--- src/rtl/display_pkg.sv ---
// Shared definitions for the multiplexed hex display: blank segment pattern
// and scanner FSM state encodings.
package display_pkg;

  // Active-low segments a..g, index 0 is segment a; all ones is dark.
  localparam logic [0:6] SEG_OFF = 7'b1111111;

  typedef enum logic {
    GUARD = 1'b0,
    SCAN  = 1'b1
  } state_t;

endpackage

--- src/rtl/hex_display_scanner_if.sv ---
// Host-side bus of the display scanner: frame load strobe plus scan outputs.
interface hex_display_scanner_if #(
  parameter int NUM_DIGITS = 4
);
  localparam int IW = $clog2(NUM_DIGITS);

  logic                    load;
  logic [4*NUM_DIGITS-1:0] data_in;
  logic [NUM_DIGITS-1:0]   blank_in;
  logic                    pending;
  logic                    frame_tick;
  logic [IW-1:0]           digit_idx;
  logic [NUM_DIGITS-1:0]   digit_en;
  logic [0:6]              seg;

  modport master (
    output load, data_in, blank_in,
    input  pending, frame_tick, digit_idx, digit_en, seg
  );

  modport slave (
    input  load, data_in, blank_in,
    output pending, frame_tick, digit_idx, digit_en, seg
  );
endinterface

--- src/rtl/hex7seg.sv ---
// Hex nibble to active-low 7-segment pattern (index 0 = segment a).
module hex7seg
  import display_pkg::*;
(
  input  logic [3:0] nib,
  output logic [0:6] seg
);

  // Purely combinational lookup; the caller registers the result.
  always_comb begin
    seg = SEG_OFF;
    case (nib)
      4'h0: seg = 7'b0000001;
      4'h1: seg = 7'b1001111;
      4'h2: seg = 7'b0010010;
      4'h3: seg = 7'b0000110;
      4'h4: seg = 7'b1001100;
      4'h5: seg = 7'b0100100;
      4'h6: seg = 7'b0100000;
      4'h7: seg = 7'b0001111;
      4'h8: seg = 7'b0000000;
      4'h9: seg = 7'b0000100;
      4'hA: seg = 7'b0001000;
      4'hB: seg = 7'b1100000;
      4'hC: seg = 7'b0110001;
      4'hD: seg = 7'b1000010;
      4'hE: seg = 7'b0110000;
      4'hF: seg = 7'b0111000;
      default: seg = SEG_OFF;
    endcase
  end

endmodule

--- src/rtl/hex_display_scanner.sv ---
// Time-multiplexed hex display scanner with a double-buffered frame, an
// all-dark guard at the start of every digit slot, per-digit blanking and
// optional leading-zero suppression.
module hex_display_scanner
  import display_pkg::*;
#(
  parameter int NUM_DIGITS   = 4,
  parameter int PRESCALE     = 50000,
  parameter int GUARD_CYCLES = 500,
  parameter int LZ_SUPPRESS  = 0
) (
  input logic                   clk,
  input logic                   rst,
  hex_display_scanner_if.slave  bus
);

  localparam int IW = $clog2(NUM_DIGITS);
  localparam int CW = $clog2(PRESCALE);

  state_t                  state, state_nx;
  logic [CW-1:0]           cnt, cnt_nx;
  logic [IW-1:0]           idx, idx_nx;
  logic                    wrap, tick;

  logic [4*NUM_DIGITS-1:0] sh_d, act_d, act_d_nx;
  logic [NUM_DIGITS-1:0]   sh_b, act_b, act_b_nx;
  logic                    pend;

  logic [NUM_DIGITS-1:0]   lz, dark_mask, en_nx, en_q;
  logic                    hi_zero, dark;
  logic [3:0]              nib;
  logic [0:6]              dec, seg_q;

  // Last SCAN cycle of the last digit: frame boundary.
  assign wrap = (state == SCAN) && (cnt == CW'(PRESCALE - 1)) &&
                (idx == IW'(NUM_DIGITS - 1));

  // FSM state, slot counter, digit index and frame tick registers.
  always_ff @(posedge clk or posedge rst) begin
    if (rst) begin
      state <= GUARD;
      cnt   <= '0;
      idx   <= '0;
      tick  <= 1'b0;
    end else begin
      state <= state_nx;
      cnt   <= cnt_nx;
      idx   <= idx_nx;
      tick  <= wrap;
    end
  end

  // Next state: guard for GUARD_CYCLES, scan for the rest of the slot.
  always_comb begin
    state_nx = state;
    cnt_nx   = cnt + CW'(1);
    idx_nx   = idx;
    case (state)
      GUARD: if (cnt == CW'(GUARD_CYCLES - 1)) state_nx = SCAN;
      SCAN: begin
        if (cnt == CW'(PRESCALE - 1)) begin
          state_nx = GUARD;
          cnt_nx   = '0;
          idx_nx   = wrap ? '0 : idx + IW'(1);
        end
      end
      default: state_nx = GUARD;
    endcase
  end

  // Shadow/active frame buffer; the active copy only changes on a wrap, so
  // a load in the wrap cycle leaves its data pending for the next frame.
  always_ff @(posedge clk or posedge rst) begin
    if (rst) begin
      sh_d  <= '0;
      sh_b  <= '0;
      act_d <= '0;
      act_b <= '0;
      pend  <= 1'b0;
    end else begin
      if (wrap && pend) begin
        act_d <= sh_d;
        act_b <= sh_b;
      end
      if (bus.load) begin
        sh_d <= bus.data_in;
        sh_b <= bus.blank_in;
      end
      pend <= bus.load ? 1'b1 : (wrap ? 1'b0 : pend);
    end
  end

  // Outputs are computed from next-cycle state so the registered enables
  // and segments line up with the FSM and digit index, with no skew.
  always_comb begin
    act_d_nx = (wrap && pend) ? sh_d : act_d;
    act_b_nx = (wrap && pend) ? sh_b : act_b;
    hi_zero  = 1'b1;
    lz       = '0;
    for (int i = NUM_DIGITS - 1; i >= 0; i--) begin
      hi_zero = hi_zero && (act_d_nx[4*i +: 4] == 4'h0);
      lz[i]   = (LZ_SUPPRESS != 0) && (i > 0) && hi_zero;
    end
    dark_mask = act_b_nx | lz;
    nib       = act_d_nx[{idx_nx, 2'b00} +: 4];
    dark      = (state_nx == GUARD) || dark_mask[idx_nx];
    en_nx     = '1;
    if (!dark) en_nx[idx_nx] = 1'b0;
  end

  hex7seg u_dec (
    .nib (nib),
    .seg (dec)
  );

  // Registered anode enables and segments, updated on the same edge.
  always_ff @(posedge clk or posedge rst) begin
    if (rst) begin
      en_q  <= '1;
      seg_q <= SEG_OFF;
    end else begin
      en_q  <= en_nx;
      seg_q <= dark ? SEG_OFF : dec;
    end
  end

  assign bus.digit_en   = en_q;
  assign bus.seg        = seg_q;
  assign bus.digit_idx  = idx;
  assign bus.frame_tick = tick;
  assign bus.pending    = pend;

endmodule

--- src/flat_wrapper.sv ---
// flat-port wrapper written by rule: the top's interface ports become plain ports
module hex_display_scanner_flat import display_pkg::*;
#(
  parameter int NUM_DIGITS   = 4,
  parameter int PRESCALE     = 50000,
  parameter int GUARD_CYCLES = 500,
  parameter int LZ_SUPPRESS  = 0
)
  (clk, rst, bus_load, bus_data_in, bus_blank_in, bus_pending, bus_frame_tick, bus_digit_idx, bus_digit_en, bus_seg);
  hex_display_scanner_if #(.NUM_DIGITS(NUM_DIGITS)) bus_i ();
  input logic clk;
  input logic rst;
  input wire logic [$bits(bus_i.load)-1:0] bus_load;
  input wire logic [$bits(bus_i.data_in)-1:0] bus_data_in;
  input wire logic [$bits(bus_i.blank_in)-1:0] bus_blank_in;
  output wire logic [$bits(bus_i.pending)-1:0] bus_pending;
  output wire logic [$bits(bus_i.frame_tick)-1:0] bus_frame_tick;
  output wire logic [$bits(bus_i.digit_idx)-1:0] bus_digit_idx;
  output wire logic [$bits(bus_i.digit_en)-1:0] bus_digit_en;
  output wire logic [$bits(bus_i.seg)-1:0] bus_seg;
  assign bus_i.load = bus_load;
  assign bus_i.data_in = bus_data_in;
  assign bus_i.blank_in = bus_blank_in;
  assign bus_pending = bus_i.pending;
  assign bus_frame_tick = bus_i.frame_tick;
  assign bus_digit_idx = bus_i.digit_idx;
  assign bus_digit_en = bus_i.digit_en;
  assign bus_seg = bus_i.seg;
  hex_display_scanner #(.NUM_DIGITS(NUM_DIGITS), .PRESCALE(PRESCALE), .GUARD_CYCLES(GUARD_CYCLES), .LZ_SUPPRESS(LZ_SUPPRESS)) u_core (.clk(clk), .rst(rst), .bus(bus_i));
endmodule
--- config.mk ---
export PLATFORM = sky130hd
export DESIGN_NAME = hex_display_scanner_flat
export DESIGN_NICKNAME = d
export VERILOG_FILES = /design/src/rtl/display_pkg.sv /design/src/rtl/hex_display_scanner_if.sv /design/src/rtl/hex7seg.sv /design/src/rtl/hex_display_scanner.sv /design/src/flat_wrapper.sv
export SDC_FILE = /design/constraint.sdc
export NUM_CORES = 1
export LEC_CHECK = 0
export CORE_ASPECT_RATIO = 1.1
export CORE_MARGIN = 4
export CORE_UTILIZATION = 55
export DETAILED_ROUTE_END_ITERATION = 16
export HOLD_SLACK_MARGIN = 0.02
export PLACE_DENSITY = 0.8
export SLEW_MARGIN = 10
export SYNTH_ARGS = -nofsm -noshare
export SYNTH_HDL_FRONTEND = slang
export SYNTH_SLANG_ARGS = --single-unit
--- constraint.sdc ---
create_clock -name clk -period 4.6 [get_ports clk]
set_clock_uncertainty 0.2 [all_clocks]
set_input_delay 0.69 -clock clk [delete_from_list [all_inputs] [get_ports clk]]
set_output_delay 0.69 -clock clk [all_outputs]
set_load 0.02 [all_outputs]
==> reports/qor.yml <==
critical_path_required_ns: 4.65
dp_slack_ns: 1.02
antenna_cells: 0
drtIter0Drc: 101
dieArea_mm2: 0.00721
numCtsBuffers: 9
row_count: 29
setup.worst_path.end_class: "register"
ys_types: 41
startpoint: "u_core.cnt[4]"
cp_slowest_cell: "mux2i_1"
fin_crit_sh_pct: 80.6
worstSetupPathType: "reg2reg"
layout_common_cells: "dfrtp_1 (61), clkdlybuf4s50_1 (37), mux2_2 (26), nor2_1 (16), nand2_1 (15)"
cts_tree: "done"
synthToLayoutAreaGrowth_pct: 20.0
routabilityCongestion: 0.865
syn_nets: 288
slew_violations: 0
endpoint: "u_core.bus.seg[5]"
grt_first_pass_wirelength_mm: 10.2
dpl.cell_count: 365
hold_path_class: "reg2reg"
tns_ns: 0
rr_worst_depth: 11
io_buffers: 37
clk_pin_slew_ns: 0.08
initial_core_util_pct: 56.4
drive_gt1_share_pct: 22.0
outcome: "finished, final reports clean"
routed_wl_mm: 6.07
grt_max_degree: 53
final_common_cell: "dfrtp_1"
overflow: 0
ir_worst_vdd_uv: 227
r2r_slack_ns: 0.89
placed_cell_area_mm2: 0.00368
slew_headroom_pct: 30.2
r2r-start: "u_core.cnt[4]"
cts.path.max_buffers: 2
max_freq_mhz: 270
multi_input_area_mm2: 0.00133
p_per_area_mw_per_mm2: 323
tightest_slew_ns: 1.05
synth.avg_cell_area_um2: 12.7
fin_util_pct: 67.6
yosys_warnings: 0
syn_inst: 257
cts_setup_buffers: 0
ant_nets: 0
slowest_delay_ns: 0.81
pin_count: 38
via_count: 2045
fin_area_mm2: 0.00390
n_fill_cell: 423
crit_chain: "nand4bb_1 > or3_4 > nor2_2 > mux2i_1 > mux2_2 > inv_2 > ha_1 > inv_1 > nor2_1 > a21oi_1 > o221ai_1"
p_leak_nw: 1.86
rsz0062_at_grt: "no"
cp_max_fo: 10
cts_sinks: 72
antenna_found_initial: 0
power_mw: 1.26
reg2reg_to: "u_core.bus.seg[5]"
first_global_vias: 2138
maxCapViolCount: 0
final_net_count: 330
grtUsageTotal_pct: 19.2
htree_levels: 3
first_pass_iters: 4
hold_slack_ns: 0.259
hold_buffers: 0
synthesis.area_mm2: 0.00325
register_area_mm2: 0.00182
via_per_inst: 5.37
cts_resized: 0
min_period_ns: 3.71
finalSetupViolations: 0
setup_ws_ns: 0.891
final-hold-violation-count: 0
dpl.hpwl_mm: 4.25
ys_seq_elements: 72
core-area_mm2: 0.00577
route.detailed.drc: 0
routedWlPerCell_um: 15.9
clk-insertion-delay-late_ns: 0.34
die_w_um: 81.3
arrival_ns: 3.76
die_y_um: 88.6
cp-start-kind: "register"
final_cells: 381
seq_area_frac_synth_pct: 55.8
cts-root-buf: "clkbuf_8"
-- per-layer routing --
metal  vias to the layer above  part of all wire, %  routed length (µm)  track usage (%)
met1                      1007                   43                2580             23.5
li1                        974                    -                   -                -
met4                         0                  1.5                  90             9.06
met3                         6                  4.0                 243             4.99
met5                         -                    0                   0                0
met2                        58                   52                3150             31.5
-- critical path: cells and delay by family (launching register included) --
kind	cells	cell delay [ns]
flops	1	0.43
mux	2	1.30
fa+ha+maj	1	0.25
buf+inv	2	0.15
simple gates	4	1.02
compound gates	2	0.26
-- Yosys cell counts --
cell,number,area (µm²)
a211oi_1,1,7.51
nor2_2,1,6.26
and3_1,6,37.5
a21oi_1,3,15.0
nor3_1,4,20.0
mux2_2,26,293
o211a_1,1,10.0
buf_6,3,33.8
clkbuf_1,4,15.0
nor3_2,1,10.0
nor3_4,1,16.3
nand4_1,1,6.26
or3_4,1,11.3
mux2i_1,12,120
nor2_1,16,60.1
o21ai_1,4,20.0
inv_1,11,41.3
o311ai_1,1,8.76
nand3_1,12,60.1
ha_1,8,100
buf_2,2,10.0
mux2_4,4,60.1
a21o_1,2,15.0
nand4bb_1,1,11.3
mux2i_2,1,13.8
xnor2_1,8,70.1
dfstp_2,11,289
nand2_1,15,56.3
and2_1,2,12.5
and4_1,1,8.76
nor4_1,2,12.5
o211ai_1,3,22.5
nand4b_1,2,17.5
nand2b_1,1,6.26
nor2b_1,3,18.8
inv_2,1,3.75
dfrtp_1,61,1530
o221ai_1,1,8.76
xor2_1,6,52.6
mux2_1,12,135
a22o_1,1,8.76
-- how the worst min path moves through the flow --
stage             startpoint            end  slack (ns)  cells after the start
3_3_place_gp   u_core.cnt[0]  u_core.cnt[0]        0.24                      1
3_5_place_dp   u_core.cnt[0]  u_core.cnt[0]        0.25                      1
2_1_floorplan  u_core.cnt[0]  u_core.cnt[0]        0.23                      1
4_1_cts        u_core.cnt[0]  u_core.cnt[0]        0.26                      1
5_1_grt        u_core.cnt[0]  u_core.cnt[0]        0.30                      1
6_report       u_core.cnt[0]  u_core.cnt[0]        0.26                      1
-- layout make-up --
type | instances | area share, %
Tap cell | 77 | 2.47
Inverter | 12 | 1.15
Timing Repair Buffer | 40 | 10.1
Clock inverter | 7 | 2.47
Multi-Input combinational cell | 164 | 34.1
Clock buffer | 9 | 3.17
Sequential cell | 72 | 46.5
-- flip-flops by register name, indices dropped and copies added, names as in the netlist --
signal                 count
u_core.bus.digit_en        4
u_core.bus.pending         1
u_core.bus.seg             7
u_core.act_d              16
u_core.act_b               4
u_core.bus.digit_idx       2
u_core.bus.frame_tick      1
u_core.cnt                16
u_core.sh_b                4
u_core.state               1
u_core.sh_d               16
-- logic make-up (layout without fill, tap and decap cells) --
logic type                 Yosys count  after routing  share of synthesized area (%)
buffers and inverters               21             68                           3.19
and+or+nand+nor                     70             70                           11.4
DFF                                 72             72                           55.8
AOI/OAI and AO/OA                   17             17                           3.58
muxes                               55             55                           19.1
xor gates and xnor gates            14             14                           3.77
adders and majority gates            8              8                           3.08
-- report_power, final --
part / total (mW) / switching (mW) / internal, mW
combinational: 0.0545 / 0.0217 / 0.0328
sequential: 0.661 / 0.0107 / 0.651
clock: 0.543 / 0.237 / 0.306
(Power assumes the default switching activity.)
==> edit 1 (same flow settings) <==
`GUARD_CYCLES` is set to 500 in 2 places; all go to 375.
--- a/src/rtl/hex_display_scanner.sv
+++ b/src/rtl/hex_display_scanner.sv
@@ -7,5 +7,5 @@
   parameter int NUM_DIGITS   = 4,
   parameter int PRESCALE     = 50000,
-  parameter int GUARD_CYCLES = 500,
+  parameter int GUARD_CYCLES = 375,
   parameter int LZ_SUPPRESS  = 0
 ) (
--- a/src/flat_wrapper.sv
+++ b/src/flat_wrapper.sv
@@ -4,5 +4,5 @@
   parameter int NUM_DIGITS   = 4,
   parameter int PRESCALE     = 50000,
-  parameter int GUARD_CYCLES = 500,
+  parameter int GUARD_CYCLES = 375,
   parameter int LZ_SUPPRESS  = 0
 )
Check against the original RTL: no difference found for any inputs over 10 cycles, from zero or initial values and one cycle with rst high; that may be too few to reach the edited logic, so the function may still have changed.
==> edit 1 against the original RTL <==
- worst setup slack lost 0.30 ns
- clock power is 12% lower
- global-route usage decreased by 0.69 points
- highest routed layer unchanged
- synthesized cell count rose by 7.0%
- power is 5.3% lower
- sequential share of layout area shrank 0.41 points
- non-clock buffer count stayed put
- routed wire length decreased by 2.8%
- first-iteration DRC count increased by 24%
- final area is 0.90% higher
- sequential cell count did not move
- fmax is 7.4% lower
- area after synthesis grew 1.5%
==> edit 1: results (changes against the original RTL) <==
* Result of the run: finished, final reports clean (unchanged)
- # nets final: 352 (was 330)
- The maximum frequency from static timing analysis is 249.7 MHz (was 269.6 MHz).
* Critical path data arrival time: 4.07 ns (was 3.76 ns)
* Global-route wire length before repair: 10050 um (was 10210 um)
- Leading post-synthesis cells by cell area: sky130_fd_sc_hd__dfrtp_1 (46%), sky130_fd_sc_hd__mux2_2 (13%), sky130_fd_sc_hd__dfstp_2 (8.8%), sky130_fd_sc_hd__nand2_1 (3.5%), sky130_fd_sc_hd__ha_1 (3.4%) (was sky130_fd_sc_hd__dfrtp_1 (47%), sky130_fd_sc_hd__mux2_2 (9.0%), sky130_fd_sc_hd__dfstp_2 (8.9%), sky130_fd_sc_hd__mux2_1 (4.2%), sky130_fd_sc_hd__mux2i_1 (3.7%))
- The pre-CTS worst setup slack was 0.6715 ns (was 1.015 ns).
- Post-synthesis xor/xnor area fraction: 3.716% (was 3.771%)
- The HPWL after detailed placement came to 4121 um (was 4250 um).
* Via count of the first global-routing pass: 2152 (was 2138)
* Proportion of layout cells with a drive suffix above 1: 24.62% (was 22.04%)
- The fraction of the mapped netlist area in compound gates was 5.082% (was 3.578%).
- Pin count of the biggest net entering global routing: 73 (was 53)
- The routed wire length was 5899 um (was 6067 um).
- Slowest cell on crit path: sky130_fd_sc_hd__or4_4 (was sky130_fd_sc_hd__mux2i_1)
- Via count normalized by instance count: 5.296 (was 5.367)
- The area share of fa/ha/maj cells after synthesis is 3.413% (was 3.078%).
- The total routing usage reported by global routing is 18.48% (was 19.17%).
- Proportion of synthesized chip area in sequential cells: 55.02% (was 55.83%)
- The biggest cell delay along the critical path came to 0.57 ns (was 0.81 ns).
- Standard cell area after detailed placement: 3750 um2 (was 3682 um2)
- The number of nets in the synthesized netlist was 307 (was 288).
- Max transition margin: 37.76% (was 30.21%)
- The standby leakage power is 1.824 nW (was 1.856 nW).
- Post-synth top cells: sky130_fd_sc_hd__dfrtp_1 (61), sky130_fd_sc_hd__mux2_2 (39), sky130_fd_sc_hd__nand2_1 (31) (was sky130_fd_sc_hd__dfrtp_1 (61), sky130_fd_sc_hd__mux2_2 (26), sky130_fd_sc_hd__nor2_1 (16))
* Maximum VDD drop: 0.0002932 V (was 0.0002274 V)
edit 1: cell types whose count changed after synthesis, sizes merged, moves of 4 or more:
cell / before / now
mux2i: 13 / 9
nor2: 17 / 22
o22ai: 0 / 4
xnor2: 8 / 4
and3: 6 / 2
nand2: 15 / 31
nor3: 6 / 1
xor2: 6 / 10
edit 1: metrics by stage:
stage	cells	hold WS (ns)
4_1_cts	402	0.2736
6_report	402	0.2742
3_5_place_dp	386	0.2566
2_1_floorplan	275	0.2344
5_1_grt	402	0.3043
3_3_place_gp	386	0.2526
edit 1: metal layers:
layer | routed length (um) | GRT usage [%]
met5 | 0 | 0
met4 | 101 | 6.949
met3 | 179 | 4.839
met2 | 2907 | 28.95
met1 | 2711 | 24.82
edit 1: critical path, delay by kind of cell (launching register included):
| kind | cells | cell delay, ns |
|---|---|---|
| adder cells (fa/ha/maj) | 1 | 0.25 |
| AND/OR/NAND/NOR | 5 | 1.89 |
| multiplexers | 3 | 0.88 |
| AO/OA/AOI/OAI | 1 | 0.08 |
| buffers and inverters | 1 | 0.20 |
| flip-flops | 1 | 0.43 |
edit 1: area by class of cell:
type / count / area [um2]
clock inverters: 6 / 60.06
multi-input cells: 183 / 1393
fillers: 442 / 1868
inverters: 14 / 52.55
repair buffers: 40 / 392.9
flip-flops and latches: 72 / 1815
clock buffers: 10 / 127.6
well taps: 77 / 96.34
edit 1: final timing paths:
kind                                      startpoint                           endpoint
setup / recovery            u_core.cnt[11]$_DFF_PP0_        u_core.bus.seg[3]$_DFF_PP1_
hold / removal             u_core.act_b[2]$_DFF_PP0_          u_core.act_b[2]$_DFF_PP0_
setup reg to reg            u_core.cnt[11]$_DFF_PP0_        u_core.bus.seg[3]$_DFF_PP1_
hold reg to reg            u_core.act_b[2]$_DFF_PP0_          u_core.act_b[2]$_DFF_PP0_
max in group asynchronous                        rst  u_core.bus.digit_idx[0]$_DFF_PP0_
min in group asynchronous                        rst         u_core.sh_b[1]$_DFFE_PP0P_
edit 1: cells by family (layout without fill, tap and decap cells):
group / count (synthesis) / after routing
xor gates and xnor gates: 14 / 14
adders and majority gates: 9 / 9
and+or+nand+nor: 85 / 85
AOI/OAI and AO/OA: 24 / 24
DFF: 72 / 72
muxes: 51 / 51
buffers and inverters: 20 / 70
edit 1: where the power goes:
part / internal [mW] / switching [mW]
Combinational: 0.0334 / 0.0213
Clock: 0.248 / 0.230
Sequential: 0.651 / 0.00911
==> edit 2 (config.mk and constraints unchanged) <==
Without the edit above. Reset style: synchronous (`rst`), changed in 3 clocked blocks.
--- a/src/rtl/hex_display_scanner.sv
+++ b/src/rtl/hex_display_scanner.sv
@@ -37,5 +37,5 @@
 
   // FSM state, slot counter, digit index and frame tick registers.
-  always_ff @(posedge clk or posedge rst) begin
+  always_ff @(posedge clk) begin
     if (rst) begin
       state <= GUARD;
@@ -71,5 +71,5 @@
   // Shadow/active frame buffer; the active copy only changes on a wrap, so
   // a load in the wrap cycle leaves its data pending for the next frame.
-  always_ff @(posedge clk or posedge rst) begin
+  always_ff @(posedge clk) begin
     if (rst) begin
       sh_d  <= '0;
@@ -115,5 +115,5 @@
 
   // Registered anode enables and segments, updated on the same edge.
-  always_ff @(posedge clk or posedge rst) begin
+  always_ff @(posedge clk) begin
     if (rst) begin
       en_q  <= '1;
Formal check against the unedited RTL: differs if rst is asserted again (counterexample within 4 cycles, from zero or initial values and one cycle with rst high); with rst held inactive, the same outputs for 10 cycles.
==> edit 2 against the original RTL <==
- clock power is 3.9% higher
- area after synthesis is 0.65% higher
- sequential cell count stayed put
- global-route usage is 1.4 points higher
- routed wire length is 14% higher
- final area is 0.19% lower
- worst setup slack worse by 0.39 ns
- power is 0.60% higher
- critical path type unchanged
- largest cell class is now multi-input gates
==> edit 2: results (changes against the original RTL) <==
- Critical path data arrival time: 4.14 ns (was 3.76 ns)
- The number of instances in the synthesized netlist was 359 (was 257).
- Clock-cell share of area: 5.782% (was 5.643%)
* GR Layer Usage met2: 33.63% (was 31.48%)
- The biggest cell delay along the critical path came to 0.71 ns (was 0.81 ns).
- The largest net degree at the start of global routing came to 46 (was 53).
- Multi-input gate share of the layout cell area: 43.49% (was 34.15%)
- The worst-case hold slack is 0.2629 ns (was 0.2589 ns).
- The count of buffers not belonging to the clock network in the layout came to 42 (was 40).
- CP max FO: 9 (was 10)
- The routed wire length is 6942 um (was 6067 um).
* Complex-gate fraction of the synthesized area: 10.59% (was 3.578%)
- Post-synthesis xor/xnor area fraction: 3.479% (was 3.771%)
* Detailed-route wire length on metal 1: 2967 um (was 2582 um)
- The total routing usage reported by global routing was 20.53% (was 19.17%).
* Worst hold start: u_core.act_b[0]$_SDFF_PP0_ (was u_core.cnt[0]$_DFF_PP0_)
* Detailed placer's ending HPWL: 4908 um (was 4250 um)
- The proportion of register bits with asynchronous set or reset after synthesis is 0% (was 100.0%).
* Leak pwr: 1.503 nW (was 1.856 nW)
- Pwr Total: 1.267 mW (was 1.259 mW)
- Proportion of synthesized chip area in sequential cells: 44.04% (was 55.83%)
- The maximum vdd drop is 0.0002712 V (was 0.0002274 V).
* Met2 routed WL: 3465 um (was 3151 um)
* Global placer's final weighted congestion: 0.8483 (was 0.8649)
- The length of routed met3 wiring was 342 um (was 243 um).
- Capturing element of the worst setup path: u_core.bus.seg[3]$_SDFF_PP1_ (was u_core.bus.seg[5]$_DFF_PP1_)
- Final cell count without fillers: 475 (was 381)
- The fraction of final layout cells sized beyond drive strength 1 came to 8.794% (was 22.04%).
- The worst slew margin relative to its limit was 18.98% (was 30.21%).
* Net Count, Synth: 390 (was 288)
- Multi-input gates: 260 (was 164)
- The met1 layer usage reported by global route came to 25.19% (was 23.54%).
* Leading post-synthesis cells by cell area: sky130_fd_sc_hd__dfxtp_1 (44%), sky130_fd_sc_hd__mux2i_1 (11%), sky130_fd_sc_hd__nor2_1 (7.0%), sky130_fd_sc_hd__nand2_1 (3.4%), sky130_fd_sc_hd__ha_1 (3.1%) (was sky130_fd_sc_hd__dfrtp_1 (47%), sky130_fd_sc_hd__mux2_2 (9.0%), sky130_fd_sc_hd__dfstp_2 (8.9%), sky130_fd_sc_hd__mux2_1 (4.2%), sky130_fd_sc_hd__mux2i_1 (3.7%))
- The final worst slack was 0.4968 ns (was 0.8906 ns).
- Standard cell area after detailed placement: 3670 um2 (was 3682 um2)
- Non-clock buffering overhead in the final layout: 10.47% (was 10.07%)
* Met3 track demand over resource in global routing: 5.040% (was 4.990%)
- Via count of the first global-routing pass: 2625 (was 2138)
- Placed Instances: 459 (was 365)
* Distinct cell type count of the synthesized netlist: 51 (was 41)
- Post-route design area: 3895 um2 (was 3902 um2)
- Result of the run: finished, final reports clean (unchanged)
* Reg-to-reg startpoint: u_core.cnt[11]$_SDFF_PP0_ (was u_core.cnt[4]$_DFF_PP0_)
- The sequential standard cell area came to 1441 um2 (was 1815 um2).
==> edit 2: cell count changes after synthesis, sizes merged, moves of 15 or more <==
cell | before | now
mux2 | 42 | 2
dfrtp | 61 | 0
nand2 | 15 | 30
mux2i | 13 | 36
nor2 | 17 | 61
dfxtp | 0 | 72
==> edit 2: power by group through the flow <==
stage / logic (mW) / clock network (mW) / registers, mW
2_1_floorplan: 0.0313 / 0 / 0.658
3_3_place_gp: 0.0559 / 0 / 0.660
3_5_place_dp: 0.0576 / 0 / 0.661
4_1_cts: 0.0579 / 0.577 / 0.646
5_1_grt: 0.0627 / 0.603 / 0.648
6_report: 0.0571 / 0.564 / 0.646
==> edit 2: critical path, delay by kind of cell (launching register included) <==
family	cells	cell delay, ns
muxes	1	0.32
DFF	1	0.36
adders and majority gates	1	0.23
AOI/OAI and AO/OA	4	0.94
and+or+nand+nor	4	1.75
buffers and inverters	1	0.19
